File: src/rtl/protected_access_guard.sv
// Bus guard: rejects writes below a protection boundary and times out stalled slaves.
// Define PROTECTED_GUARD_READ_EN to also reject reads below the boundary.
module protected_access_guard #(
  parameter int BUS_WIDTH      = 32,
  parameter int TIMEOUT_CYCLES = 15
) (
  input  logic                 clk,
  input  logic                 nreset,
  input  logic                 protected_flag,
  input  logic [BUS_WIDTH-1:0] protected_addr,
  input  logic                 m_req,
  input  logic                 m_we,
  input  logic [BUS_WIDTH-1:0] m_addr,
  input  logic [BUS_WIDTH-1:0] m_wdata,
  output logic                 m_ack,
  output logic [BUS_WIDTH-1:0] m_rdata,
  output logic                 m_fault,
  output logic                 s_req,
  output logic                 s_we,
  output logic [BUS_WIDTH-1:0] s_addr,
  output logic [BUS_WIDTH-1:0] s_wdata,
  input  logic                 s_ack,
  input  logic [BUS_WIDTH-1:0] s_rdata,
  output logic [BUS_WIDTH-1:0] fault_addr,
  output logic                 fault_cause,
  output logic [7:0]           fault_count
);

`ifdef PROTECTED_GUARD_READ_EN
  localparam logic CHECK_READS = 1'b1;
`else
  localparam logic CHECK_READS = 1'b0;
`endif

  localparam logic [7:0] WAIT_LAST = 8'(TIMEOUT_CYCLES - 1);

  typedef enum logic [1:0] {
    IDLE,
    BUSY,
    RESP,
    FAULT
  } state_t;

  state_t               state_q;
  logic [7:0]           wait_q;
  logic                 m_ack_q;
  logic                 m_fault_q;
  logic [BUS_WIDTH-1:0] m_rdata_q;
  logic                 s_req_q;
  logic                 s_we_q;
  logic [BUS_WIDTH-1:0] s_addr_q;
  logic [BUS_WIDTH-1:0] s_wdata_q;
  logic [BUS_WIDTH-1:0] fault_addr_q;
  logic                 fault_cause_q;
  logic [7:0]           fault_count_q;
  logic [7:0]           fault_count_d;
  logic                 deny_d;

  always_comb begin
    deny_d = protected_flag
           && (m_addr < protected_addr)
           && (m_we || CHECK_READS);
    fault_count_d = fault_count_q;
    if (fault_count_q != 8'hFF) begin
      fault_count_d = fault_count_q + 8'd1;
    end
  end

  always_ff @(posedge clk) begin
    if (!nreset) begin
      state_q       <= IDLE;
      wait_q        <= '0;
      m_ack_q       <= 1'b0;
      m_fault_q     <= 1'b0;
      m_rdata_q     <= '0;
      s_req_q       <= 1'b0;
      s_we_q        <= 1'b0;
      s_addr_q      <= '0;
      s_wdata_q     <= '0;
      fault_addr_q  <= '0;
      fault_cause_q <= 1'b0;
      fault_count_q <= '0;
    end else begin
      m_ack_q   <= 1'b0;
      m_fault_q <= 1'b0;
      unique case (state_q)
        IDLE: begin
          if (m_req) begin
            s_we_q    <= m_we;
            s_addr_q  <= m_addr;
            s_wdata_q <= m_wdata;
            wait_q    <= '0;
            if (deny_d) begin
              state_q       <= FAULT;
              m_ack_q       <= 1'b1;
              m_fault_q     <= 1'b1;
              m_rdata_q     <= '0;
              fault_addr_q  <= m_addr;
              fault_cause_q <= 1'b0;
              fault_count_q <= fault_count_d;
            end else begin
              state_q <= BUSY;
              s_req_q <= 1'b1;
            end
          end
        end
        BUSY: begin
          // A late ack on the expiry cycle still completes normally
          if (s_ack) begin
            state_q   <= RESP;
            s_req_q   <= 1'b0;
            m_ack_q   <= 1'b1;
            m_rdata_q <= s_rdata;
          end else if (wait_q == WAIT_LAST) begin
            state_q       <= FAULT;
            s_req_q       <= 1'b0;
            m_ack_q       <= 1'b1;
            m_fault_q     <= 1'b1;
            m_rdata_q     <= '0;
            fault_addr_q  <= s_addr_q;
            fault_cause_q <= 1'b1;
            fault_count_q <= fault_count_d;
          end else begin
            wait_q <= wait_q + 8'd1;
          end
        end
        RESP: begin
          state_q <= IDLE;
        end
        FAULT: begin
          state_q <= IDLE;
        end
      endcase
    end
  end

  assign m_ack       = m_ack_q;
  assign m_fault     = m_fault_q;
  assign m_rdata     = m_rdata_q;
  assign s_req       = s_req_q;
  assign s_we        = s_we_q;
  assign s_addr      = s_addr_q;
  assign s_wdata     = s_wdata_q;
  assign fault_addr  = fault_addr_q;
  assign fault_cause = fault_cause_q;
  assign fault_count = fault_count_q;

endmodule

File: config.mk
export PLATFORM = sky130hd
export DESIGN_NAME = protected_access_guard
export DESIGN_NICKNAME = d
export VERILOG_FILES = /design/src/rtl/protected_access_guard.sv
export SDC_FILE = /design/constraint.sdc
export NUM_CORES = 1
export LEC_CHECK = 0
export ABC_AREA = 1
export CAP_MARGIN = 30
export CELL_PAD_IN_SITES_DETAIL_PLACEMENT = 0
export CELL_PAD_IN_SITES_GLOBAL_PLACEMENT = 1
export CORE_ASPECT_RATIO = 0.5
export CORE_MARGIN = 1.5
export CORE_UTILIZATION = 32
export DETAILED_ROUTE_END_ITERATION = 7
export PLACE_DENSITY = 0.87
export SLEW_MARGIN = 30
export SYNTH_ARGS = -nofsm -noshare
export SYNTH_HDL_FRONTEND = slang
export SYNTH_SLANG_ARGS = --single-unit
File: constraint.sdc
create_clock -name clk -period 3.34 [get_ports clk]
set_clock_uncertainty 0.1 [all_clocks]
set_input_delay 1.002 -clock clk [delete_from_list [all_inputs] [get_ports clk]]
set_output_delay 1.002 -clock clk [all_outputs]
set_load 0.02 [all_outputs]
==> impl_metrics.json <==
{
  "failed_checks": "design-rule violations",
  "ctsHoldBuffers": 0,
  "ir_worst_vdd_mv": 0.330,
  "synth_edf_count": 0,
  "fmax_mhz": 318,
  "insertion_delay_ns": 0.42,
  "grt_pass1_vias": 6804,
  "coreArea_sq_mm": 0.0205,
  "r2r_setup_slack_ns": 1.23,
  "via_per_inst": 4.64,
  "switching_share_pct": 30.2,
  "place_congestion": 0.834,
  "start_util_pct": 32.5,
  "yosys-top-cells-count": "nor2_1 (290), dfxtp_1 (151), nand2_1 (114)",
  "r2r-start": "state_q[0]",
  "synthArstFlopShare_pct": 0,
  "synth.largest_area_cell": "dfxtp_1",
  "postSynthCellCount": 929,
  "leakagePower_nw": 4.41,
  "drt-met1-wl_microns": 9900,
  "hold-path-endpoint": "m_rdata[23]",
  "critPathMaxFanout": 15,
  "die_w_microns": 207,
  "hp-start": "m_rdata[23]",
  "internal-power_mw": 3.37,
  "vias": 6949,
  "rr_endpoint": "wait_q[6]",
  "drtIter0Drc": 404,
  "grt_pass1_wl_microns": 35500,
  "grt_setup_unrepaired": "false",
  "p_per_area_mw_per_mm2": 464,
  "fp-row-count": 37,
  "yosysUniqueCellTypes": 33,
  "overflow": 0,
  "max_slew.worst_pin.slew_ns": 0.452,
  "cts_buffer_depth": 2,
  "setup_tns_ns": 0,
  "startpoint_type": "input pin",
  "routed.top_layer": "met4",
  "ys_seq_elements": 151,
  "synth-warning-count": 0,
  "pwr-share-seq_pct": 41.0,
  "die_h_microns": 105,
  "die_area_sq_mm": 0.0218,
  "postCtsSetupRepairBufs": 0,
  "end_kind": "flip-flop",
  "cts.root.buffer_cell": "clkbuf_16",
  "clkSinkCount": 151,
  "synth_area_sq_mm": 0.00667,
  "wire_per_inst_microns": 14.7,
  "post-dp-hpwl_microns": 16000,
  "n_antenna_cell": 0,
  "min_path_type": "flip-flop to flip-flop",
  "drv_slew": 0,
  "r2r_cells": 11,
  "synth.avg_cell_area_sq_um": 7.18,
  "cp.arrival_ns": 3.36,
  "track_usage_pct": 20.4,
  "final_hold_viol_count": 0,
  "layout-drive-gt1-share_pct": 7.11,
  "combPwrFrac_pct": 20.8,
  "port_buffers": 274,
  "maxSlewHeadroom_pct": 69.8,
  "met2_length_microns": 10800,
  "whs_path_depth": 2,
  "wirelength_microns": 22100,
  "seq_area_frac_synth_pct": 45.3,
  "path_clk_slew_ns": 0.07,
  "drc_errors": 12,
  "status": "finished, violations left",
  "setup_viol": 0,
  "wl_met3_microns": 875,
  "yosys-top-cells-area": "dfxtp_1 (45%), nor2_1 (16%), o21ai_0 (8.1%), nand2_1 (6.4%), ha_1 (6.4%)",
  "synth_top_cell_area_share_pct": 45.3,
  "finalCritPeriodShare_pct": 94.3,
  "fin_nets": 1379,
  "fillers": 1980,
  "cts_resized": 0,
  "syn_to_final_growth_pct": 56.2,
  "cts_made_buffers": 17,
  "syn_nets": 1097,
  "grt_max_degree": 99,
  "power_frac_clock_pct": 38.3,
  "synth_flop_cell": "dfxtp_1",
  "antenna_found_initial": 0,
  "path_class": "input pin to flip-flop",
  "critPathRequiredTime_ns": 3.55,
  "period_minus_slack_ns": 3.15,
  "switchingPower_mw": 1.46,
  "num_io_pins": 275,
  "cts_tree": "built",
  "synth_most_common_cell": "nor2_1",
  "max-cap-violations": 0,
  "total_power_mw": 4.83,
  "ant_nets": 0,
  "drtPass1Iterations": 8,
  "cts_htree_levels": 4
}
## cell type report
cell class,instances,area [sq um],area share [%]
Timing Repair Buffer,311,3070,29.4
Inverter,65,244,2.34
Clock inverter,15,134,1.29
Sequential cell,151,3020,29.0
Tap cell,273,342,3.28
Clock buffer,17,425,4.09
Multi-Input combinational cell,665,3180,30.5
## power groups by stage
stage / registers [mW] / logic (mW) / clock network [mW]
floorplan: 2.14 / 0.347 / 0
global placement: 2.01 / 0.995 / 0
detailed placement: 2.02 / 1.01 / 0
CTS: 1.98 / 1.01 / 1.90
global route: 1.99 / 1.09 / 1.99
finish: 1.98 / 1.00 / 1.85
## routing by layer
metal	vias to the layer above	global-route usage, %
li1	3531	-
met1	3205	24.5
met2	177	35.9
met3	36	3.91
met4	0	8.09
met5	-	0
## sequential cells by signal, summed over array words and instances (netlist names)
register	count
fault_addr	32
s_addr	32
m_ack	1
s_we	1
state_q	2
fault_count	8
m_fault	1
fault_cause	1
s_wdata	32
m_rdata	32
wait_q	8
s_req	1
## worst max path at each step
| stage | startpoint | endpoint | cells past startpoint |
|---|---|---|---|
| after floorplan | protected_addr[29] | fault_addr[2] | 13 |
| after global placement | protected_addr[31] | fault_count[0] | 13 |
| after detailed placement | protected_addr[31] | fault_addr[6] | 13 |
| after CTS | protected_addr[31] | fault_addr[6] | 13 |
| after global routing | protected_addr[31] | fault_addr[20] | 13 |
| final | protected_addr[31] | fault_addr[6] | 13 |
## cells by family (layout without fill, tap and decap cells)
| kind of cell | count (synthesis) | count (layout) | share of synthesized area (%) |
|---|---|---|---|
| AND/OR/NAND/NOR | 442 | 442 | 26.3 |
| AO/OA/AOI/OAI | 185 | 185 | 14.5 |
| XOR/XNOR | 4 | 4 | 0.526 |
| adder cells (fa/ha/maj) | 34 | 34 | 6.38 |
| buffers and inverters | 113 | 408 | 7.02 |
| flip-flops | 151 | 151 | 45.3 |
## stage by stage
step	std cells	hold WS, ns	utilization [%]	cell area [sq um]	worst slack (ns)
2_1_floorplan	929	0.365	-	6670	0.699
5_1_grt	1497	0.380	50.8	10400	0.0122
6_report	1497	0.361	50.8	10400	0.190
4_1_cts	1497	0.366	50.8	10400	0.209
3_3_place_gp	1465	0.347	48.1	9850	-0.208
3_5_place_dp	1465	0.355	48.1	9850	-0.236
## placed cells by master (no fill, tap or decap), types with 2 or more instances in the layout
cell | netlist | routed
clkdlybuf4s50_1 | 0 | 273
xnor2_1 | 3 | 3
inv_1 | 60 | 60
o21ai_0 | 108 | 108
nand4_1 | 5 | 5
clkbuf_16 | 0 | 17
buf_12 | 0 | 4
a21oi_1 | 66 | 66
inv_8 | 0 | 5
nand2_2 | 2 | 2
buf_4 | 4 | 33
nor2_2 | 4 | 3
nand2_1 | 114 | 114
and3b_1 | 2 | 2
o21ai_1 | 5 | 5
inv_2 | 4 | 4
clkinvlp_4 | 0 | 5
ha_1 | 34 | 34
inv_6 | 0 | 4
dfxtp_1 | 151 | 151
nand3_1 | 16 | 16
nor3_1 | 5 | 5
nor2_1 | 290 | 290
nor2_4 | 1 | 2
## critical path, cell delays in order
cell             delay [ns]
clkdlybuf4s50_1        0.45
inv_1                  0.04
ha_1                   0.32
nand2_1                0.08
nor2_2                 0.13
nand4_1                0.18
nor4_2                 0.31
nand2_2                0.20
nand3_2                0.12
nand2_2                0.08
buf_4                  0.19
o21ai_0                0.18
nor2_1                 0.05
(Power assumes the default switching activity.)
